--- src/rtl/key_cmd_ctrl.sv ---
// Keypad command controller: debounces the scanner's key level/code, maps maze keys
// to commands, auto-repeats held direction keys and queues commands in a FWFT FIFO.
module key_cmd_ctrl #(
   parameter int DEBOUNCE_CYC     = 1_000_000,
   parameter int REPEAT_DELAY_CYC = 25_000_000,
   parameter int REPEAT_RATE_CYC  = 5_000_000,
   parameter int FIFO_DEPTH       = 4
) (
   input  logic                          clk,
   input  logic                          reset,
   input  logic                          key_down,
   input  logic [3:0]                    key_value,
   output logic                          cmd_valid,
   input  logic                          cmd_ready,
   output logic [2:0]                    cmd_code,
   output logic                          cmd_repeat,
   output logic [$clog2(FIFO_DEPTH):0]   fifo_level,
   output logic [7:0]                    drop_count,
   output logic [2:0]                    dbg_state
);

   // Handshake: an entry moves to the engine on any clock edge where cmd_valid and
   // cmd_ready are both high; the head entry is held stable until that happens.

   localparam int AW      = $clog2(FIFO_DEPTH);
   localparam int MAX_AB  = (DEBOUNCE_CYC > REPEAT_DELAY_CYC) ? DEBOUNCE_CYC : REPEAT_DELAY_CYC;
   localparam int MAX_CYC = (MAX_AB > REPEAT_RATE_CYC) ? MAX_AB : REPEAT_RATE_CYC;
   localparam int CNT_W   = (MAX_CYC > 1) ? $clog2(MAX_CYC) : 1;

   localparam logic [CNT_W-1:0] DEB_LAST = CNT_W'(DEBOUNCE_CYC - 1);
   localparam logic [CNT_W-1:0] DLY_LAST = CNT_W'(REPEAT_DELAY_CYC - 1);
   localparam logic [CNT_W-1:0] RPT_LAST = CNT_W'(REPEAT_RATE_CYC - 1);

   typedef enum logic [2:0] {
      S_IDLE     = 3'd0,
      S_DEBOUNCE = 3'd1,
      S_HOLD     = 3'd2,
      S_REPEAT   = 3'd3,
      S_RELEASE  = 3'd4
   } state_e;

   // Returns {mapped, command code}
   function automatic logic [3:0] map_key(input logic [3:0] k);
      case (k)
         4'd1:    map_key = 4'b1_000;
         4'd9:    map_key = 4'b1_001;
         4'd4:    map_key = 4'b1_010;
         4'd6:    map_key = 4'b1_011;
         4'd5:    map_key = 4'b1_100;
         4'd15:   map_key = 4'b1_101;
         default: map_key = 4'b0_000;
      endcase
   endfunction

   state_e             state_q, state_d;
   logic [CNT_W-1:0]   cnt_q, cnt_d;
   logic [3:0]         cand_q, cand_d;
   logic [3:0]         cand_map;
   logic               mapped, rpt_ok, released;
   logic               push, push_rep;

   logic [3:0]         mem_q [FIFO_DEPTH];
   logic [AW-1:0]      wr_ptr_q, rd_ptr_q;
   logic [AW:0]        count_q, count_d;
   logic [7:0]         drop_q;
   logic               pop, full, push_ok, drop;

   assign cand_map = map_key(cand_q);
   assign mapped   = cand_map[3];
   assign rpt_ok   = mapped & ~cand_map[2];
   assign released = ~key_down | (key_value != cand_q);

   always_comb begin
      state_d  = state_q;
      cnt_d    = cnt_q + CNT_W'(1);
      cand_d   = cand_q;
      push     = 1'b0;
      push_rep = 1'b0;
      case (state_q)
         S_IDLE: begin
            cnt_d = '0;
            if (key_down) begin
               cand_d  = key_value;
               state_d = S_DEBOUNCE;
            end
         end
         S_DEBOUNCE: begin
            if (!key_down) begin
               state_d = S_IDLE;
               cnt_d   = '0;
            end else if (key_value != cand_q) begin
               cand_d = key_value;
               cnt_d  = '0;
            end else if (cnt_q == DEB_LAST) begin
               push    = mapped;
               state_d = S_HOLD;
               cnt_d   = '0;
            end
         end
         S_HOLD: begin
            if (released) begin
               state_d = S_RELEASE;
               cnt_d   = '0;
            end else if (cnt_q == DLY_LAST) begin
               push     = rpt_ok;
               push_rep = 1'b1;
               state_d  = S_REPEAT;
               cnt_d    = '0;
            end
         end
         S_REPEAT: begin
            if (released) begin
               state_d = S_RELEASE;
               cnt_d   = '0;
            end else if (cnt_q == RPT_LAST) begin
               push     = rpt_ok;
               push_rep = 1'b1;
               cnt_d    = '0;
            end
         end
         S_RELEASE: begin
            // Any re-press restarts the release window
            if (key_down) begin
               cnt_d = '0;
            end else if (cnt_q == DEB_LAST) begin
               state_d = S_IDLE;
               cnt_d   = '0;
            end
         end
         default: begin
            state_d = S_IDLE;
            cnt_d   = '0;
         end
      endcase
   end

   assign cmd_valid = (count_q != '0);
   assign pop       = cmd_valid & cmd_ready;
   assign full      = (count_q == (AW+1)'(FIFO_DEPTH));
   // A pop in the same cycle frees the slot a full-FIFO push needs
   assign push_ok   = push & (~full | pop);
   assign drop      = push & full & ~pop;

   always_comb begin
      count_d = count_q;
      case ({push_ok, pop})
         2'b10:   count_d = count_q + (AW+1)'(1);
         2'b01:   count_d = count_q - (AW+1)'(1);
         default: count_d = count_q;
      endcase
   end

   always_ff @(posedge clk) begin
      if (reset) begin
         state_q  <= S_IDLE;
         cnt_q    <= '0;
         cand_q   <= '0;
         wr_ptr_q <= '0;
         rd_ptr_q <= '0;
         count_q  <= '0;
         drop_q   <= '0;
      end else begin
         state_q <= state_d;
         cnt_q   <= cnt_d;
         cand_q  <= cand_d;
         count_q <= count_d;
         if (push_ok) wr_ptr_q <= wr_ptr_q + AW'(1);
         if (pop)     rd_ptr_q <= rd_ptr_q + AW'(1);
         if (drop && drop_q != 8'hFF) drop_q <= drop_q + 8'd1;
      end
   end

   always_ff @(posedge clk) begin
      if (push_ok) mem_q[wr_ptr_q] <= {push_rep, cand_map[2:0]};
   end

   assign cmd_code   = cmd_valid ? mem_q[rd_ptr_q][2:0] : 3'd0;
   assign cmd_repeat = cmd_valid ? mem_q[rd_ptr_q][3]   : 1'b0;
   assign fifo_level = count_q;
   assign drop_count = drop_q;
   assign dbg_state  = state_q;

endmodule
--- config.mk ---
export PLATFORM = sky130hd
export DESIGN_NAME = key_cmd_ctrl
export DESIGN_NICKNAME = d
export VERILOG_FILES = /design/src/rtl/key_cmd_ctrl.sv
export SDC_FILE = /design/constraint.sdc
export NUM_CORES = 1
export LEC_CHECK = 0
export ABC_CLOCK_PERIOD_IN_PS = 3050
export BUFFER_PORTS_ARGS = -buffer_cell sky130_fd_sc_hd__buf_2
export CELL_PAD_IN_SITES_DETAIL_PLACEMENT = 1
export CELL_PAD_IN_SITES_GLOBAL_PLACEMENT = 2
export CORE_MARGIN = 2
export CORE_UTILIZATION = 34
export CTS_CLUSTER_DIAMETER = 200
export CTS_CLUSTER_SIZE = 24
export DETAILED_ROUTE_END_ITERATION = 8
export GPL_TIMING_DRIVEN = 0
export MAX_ROUTING_LAYER = met4
export PLACE_DENSITY = 0.84
export SYNTH_ARGS = -nofsm -noshare
export SYNTH_HDL_FRONTEND = slang
export SYNTH_SLANG_ARGS = --single-unit
export TNS_END_PERCENT = 100
--- constraint.sdc ---
create_clock -name clk -period 3.05 [get_ports clk]
set_input_delay 0.305 -clock clk [delete_from_list [all_inputs] [get_ports clk]]
set_output_delay 0.305 -clock clk [all_outputs]
set_load 0.03 [all_outputs]
==> impl_metrics.prom <==
# TYPE chip_impl_metric gauge
chip_impl_metric{name="synthesis.nets",unit=""} 391
chip_impl_metric{name="rr_worst_depth",unit=""} 11
chip_impl_metric{name="grt_first_pass_wirelength",unit="um"} 15400
chip_impl_metric{name="antenna_left",unit=""} 0
chip_impl_metric{name="hold-worst-slack",unit="ns"} 0.229
chip_impl_metric{name="finalSetupViolations",unit=""} 0
chip_impl_metric{name="worst_reg_to_reg_setup_slack",unit="ns"} 0.01
chip_impl_metric{name="critical_path.max_fanout",unit=""} 4
chip_impl_metric{name="routedWlPerCell",unit="um"} 16.5
chip_impl_info{name="grt_setup_unrepaired",value="true"} 1
chip_impl_info{name="path_class",value="reg2reg"} 1
chip_impl_metric{name="ys_seq_area_share",unit="%"} 41.7
chip_impl_info{name="crit_path_end_kind",value="flop"} 1
chip_impl_metric{name="synth_enable_flop_cells",unit=""} 16
chip_impl_metric{name="finalHoldViolCount",unit=""} 0
chip_impl_metric{name="final.setup.worst_slack",unit="ns"} 0.0146
chip_impl_metric{name="port_buffers",unit=""} 26
chip_impl_metric{name="place_worst_setup_slack",unit="ns"} -0.542
chip_impl_metric{name="synth.distinct_cells",unit=""} 53
chip_impl_metric{name="clk_pin_slew_worst_paths",unit="ns"} 0.08
chip_impl_metric{name="cts_max_level",unit=""} 3
chip_impl_metric{name="hold_depth",unit=""} 3
chip_impl_metric{name="cts_max_path_buffers",unit=""} 2
chip_impl_metric{name="floorplan.rows",unit=""} 37
chip_impl_metric{name="drt_pass_1_iters",unit=""} 4
chip_impl_metric{name="gr-usage-all-layers",unit="%"} 17.9
chip_impl_metric{name="antenna-diode-count",unit=""} 0
chip_impl_metric{name="cts_hold_buffers",unit=""} 0
chip_impl_metric{name="p_per_area",unit="mW/mm^2"} 438
chip_impl_metric{name="cp.required",unit="ns"} 3.34
chip_impl_metric{name="grt_start_max_net_pins",unit=""} 12
chip_impl_info{name="cp-start-kind",value="flop"} 1
chip_impl_metric{name="die_area",unit="mm^2"} 0.0111
chip_impl_metric{name="post_synth_design_cell_area",unit="mm^2"} 0.00351
chip_impl_info{name="timing.hold.worst.start",value="key_value[3]"} 1
chip_impl_metric{name="final_core_util",unit="%"} 41.6
chip_impl_metric{name="achievable-frequency",unit="MHz"} 329
chip_impl_metric{name="cap_viol_max_count",unit=""} 0
chip_impl_metric{name="final_critical_path_required_period",unit="ns"} 3.04
chip_impl_metric{name="timing_max_transition_violations_final",unit=""} 0
chip_impl_info{name="cts_tree",value="yes"} 1
chip_impl_metric{name="vias_per_cell",unit=""} 5.38
chip_impl_metric{name="ys_seq_elements",unit=""} 65
chip_impl_metric{name="post-dp-hpwl",unit="um"} 6770
chip_impl_metric{name="synth-async-reset-ratio",unit="%"} 0
chip_impl_metric{name="area_delta_synth_final",unit="%"} 20.6
chip_impl_info{name="crit-reg2reg-launch",value="cnt_q[0]"} 1
chip_impl_metric{name="global_placement_routability_congestion",unit=""} 0.849
chip_impl_metric{name="power.ir.vdd_worst",unit="uV"} 226
chip_impl_metric{name="worst_path_largest_cell_delay",unit="ns"} 0.51
chip_impl_metric{name="power.static_leakage",unit="nW"} 1.45
chip_impl_metric{name="layout.nets",unit=""} 439
chip_impl_metric{name="die_height",unit="um"} 106
chip_impl_info{name="run_status",value="complete, no violations"} 1
chip_impl_metric{name="cts_sinks",unit=""} 65
chip_impl_metric{name="grt_antenna_before_repair",unit=""} 0
chip_impl_metric{name="grt_overflow_total",unit=""} 0
chip_impl_info{name="r2r-end",value="fifo_level[2]"} 1
chip_impl_metric{name="drc",unit=""} 0
chip_impl_info{name="cp-startpoint",value="cnt_q[0]"} 1
chip_impl_metric{name="layout-drive-gt1-share",unit="%"} 21.0
chip_impl_metric{name="tritoncts.num_buffers",unit=""} 9
chip_impl_metric{name="cp_data_arrival_time",unit="ns"} 3.33
chip_impl_metric{name="synthesis.yosys.warnings",unit=""} 0
chip_impl_metric{name="worstMarginPinSlew",unit="ns"} 0.836
chip_impl_info{name="worstHoldEndpoint",value="cand_q[3]"} 1
chip_impl_info{name="synth_flop_cell",value="dfxtp_1"} 1
chip_impl_metric{name="dieWidth",unit="um"} 106
chip_impl_info{name="crit_chain",value="ha_4, or4b_4, nor4_4, a32oi_2, o32a_1, buf_6, buf_8, and2_4, fa_2, a2111o_1, nand4b_1"} 1
chip_impl_metric{name="route.final.wire_length",unit="um"} 9310
chip_impl_metric{name="placed_cell_area",unit="mm^2"} 0.00386
chip_impl_metric{name="top_level_ports",unit=""} 27
chip_impl_info{name="worst_hold_path_type",value="in2reg"} 1
chip_impl_info{name="cp_slowest_cell",value="or4b_4"} 1
chip_impl_metric{name="total_negative_slack",unit="ns"} 0
chip_impl_metric{name="coreArea",unit="mm^2"} 0.0102
chip_impl_metric{name="clock_latency",unit="ns"} 0.35
chip_impl_metric{name="synth_area_per_cell",unit="um^2"} 9.33
chip_impl_metric{name="number_of_global_route_vias_before_repair",unit=""} 3107
chip_impl_metric{name="via_count",unit=""} 3037
chip_impl_metric{name="final_cell_area",unit="mm^2"} 0.00423
chip_impl_metric{name="synth_cells",unit=""} 376
chip_impl_metric{name="drt_first_iter_violations",unit=""} 63
chip_impl_metric{name="slew-limit-headroom",unit="%"} 43.7
chip_impl_metric{name="final.period_utilization",unit="%"} 99.5
chip_impl_metric{name="count_of_filler_cells_inserted_in_the_layout",unit=""} 1200
chip_impl_info{name="ctsRootBufferMaster",value="clkbuf_8"} 1
chip_impl_metric{name="floorplan.initialDensity",unit="%"} 34.4
chip_impl_metric{name="worst_clock_skew",unit="ns"} 0.0144
[routing by layer]
| layer | up-vias | global-route usage, % | wire [um] |
|---|---|---|---|
| met5 | - | - | 0 |
| met4 | 0 | 5.26 | 138 |
| met3 | 12 | 4.08 | 222 |
| met2 | 33 | 31.3 | 4850 |
| met1 | 1515 | 20.6 | 4100 |
| li1 | 1477 | - | - |
[Yosys cell counts (11+ instances only)]
master | number | area share [%]
xor2_1 | 20 | 5.0
xnor2_1 | 11 | 2.7
nand3_1 | 21 | 3.0
nor2_1 | 53 | 5.7
nand2_1 | 20 | 2.1
a21oi_1 | 13 | 1.9
o21ai_0 | 11 | 1.6
clkbuf_1 | 15 | 1.6
and3_1 | 14 | 2.5
dfxtp_1 | 49 | 28
edfxtp_1 | 16 | 14
[how the worst max path moves through the flow]
stage,to,depth (start not counted)
global route,fifo_level[2],11
global placement,fifo_level[2],11
finish,fifo_level[2],11
floorplan,fifo_level[2],11
CTS,fifo_level[2],10
detailed placement,fifo_level[2],11
[logic make-up after synthesis]
group           Yosys count  synth area share [%]
simple gates            183                  30.1
flops                    65                  41.7
compound gates           49                  9.56
xor+xnor                 31                  7.74
buf+inv                  29                  3.39
mux                      12                  4.89
fa+ha+maj                 7                  2.71
[critical path, delay by kind of cell (launching register included)]
kind / cells / cell delay (ns)
adder cells (fa/ha/maj): 2 / 0.50
flip-flops: 1 / 0.37
AND/OR/NAND/NOR: 4 / 0.94
AO/OA/AOI/OAI: 3 / 0.91
buffers and inverters: 2 / 0.25
[flip-flops by register name (all words and copies together), names as in the netlist, named ones only]
name and count:
cand_q 4, cnt_q 25, dbg_state 3, drop_count 8, fifo_level 3, mem_q 16
rd_ptr_q 2, wr_ptr_q 2
[per-stage QoR]
step	power (mW)	cells
finish	1.85	565
global route	1.93	565
CTS	1.87	562
detailed placement	1.07	538
global placement	1.07	538
floorplan	1.02	376
[repair_timing]
action | 4_1_cts | 5_1_grt
setup buffers | 8 | 5
hold endpoints to repair | 0 | 0
pin swaps | 8 | 1
setup endpoints to repair | 23 | 29
gates resized for setup | 11 | 10
[cells in the final DEF, fill, tap and decap left out, drive strengths merged, types with 4 or more instances in the layout]
cell type  count
and2           7
inv            9
edfxtp        16
and3          14
o31ai          8
clkbuf        23
nand3         21
mux2i          7
nor4           9
o21ai         11
nand4          9
nor2          53
nand2b         4
ha             6
dfxtp         49
xor2          20
or4            9
a21oi         13
xnor2         11
mux4           4
nand4b         6
buf           45
nor3b          7
nor3           4
nand2         20
or4b           4
[cell type report]
class	count	area, um^2	share of cell area (%)
clock buffers	11	131	3.10
plain buffers	18	91.3	2.16
well taps	136	170	4.02
repair buffers	39	228	5.38
multi-input cells	282	2030	47.9
inverters	9	33.8	0.798
flip-flops and latches	65	1470	34.8
clock inverters	5	80.1	1.89
[power by group]
part | internal [mW] | total, mW | switching (mW)
logic | 0.0549 | 0.153 | 0.0981
registers | 0.887 | 0.901 | 0.0135
clock network | 0.460 | 0.799 | 0.339
(Power assumes the default switching activity.)
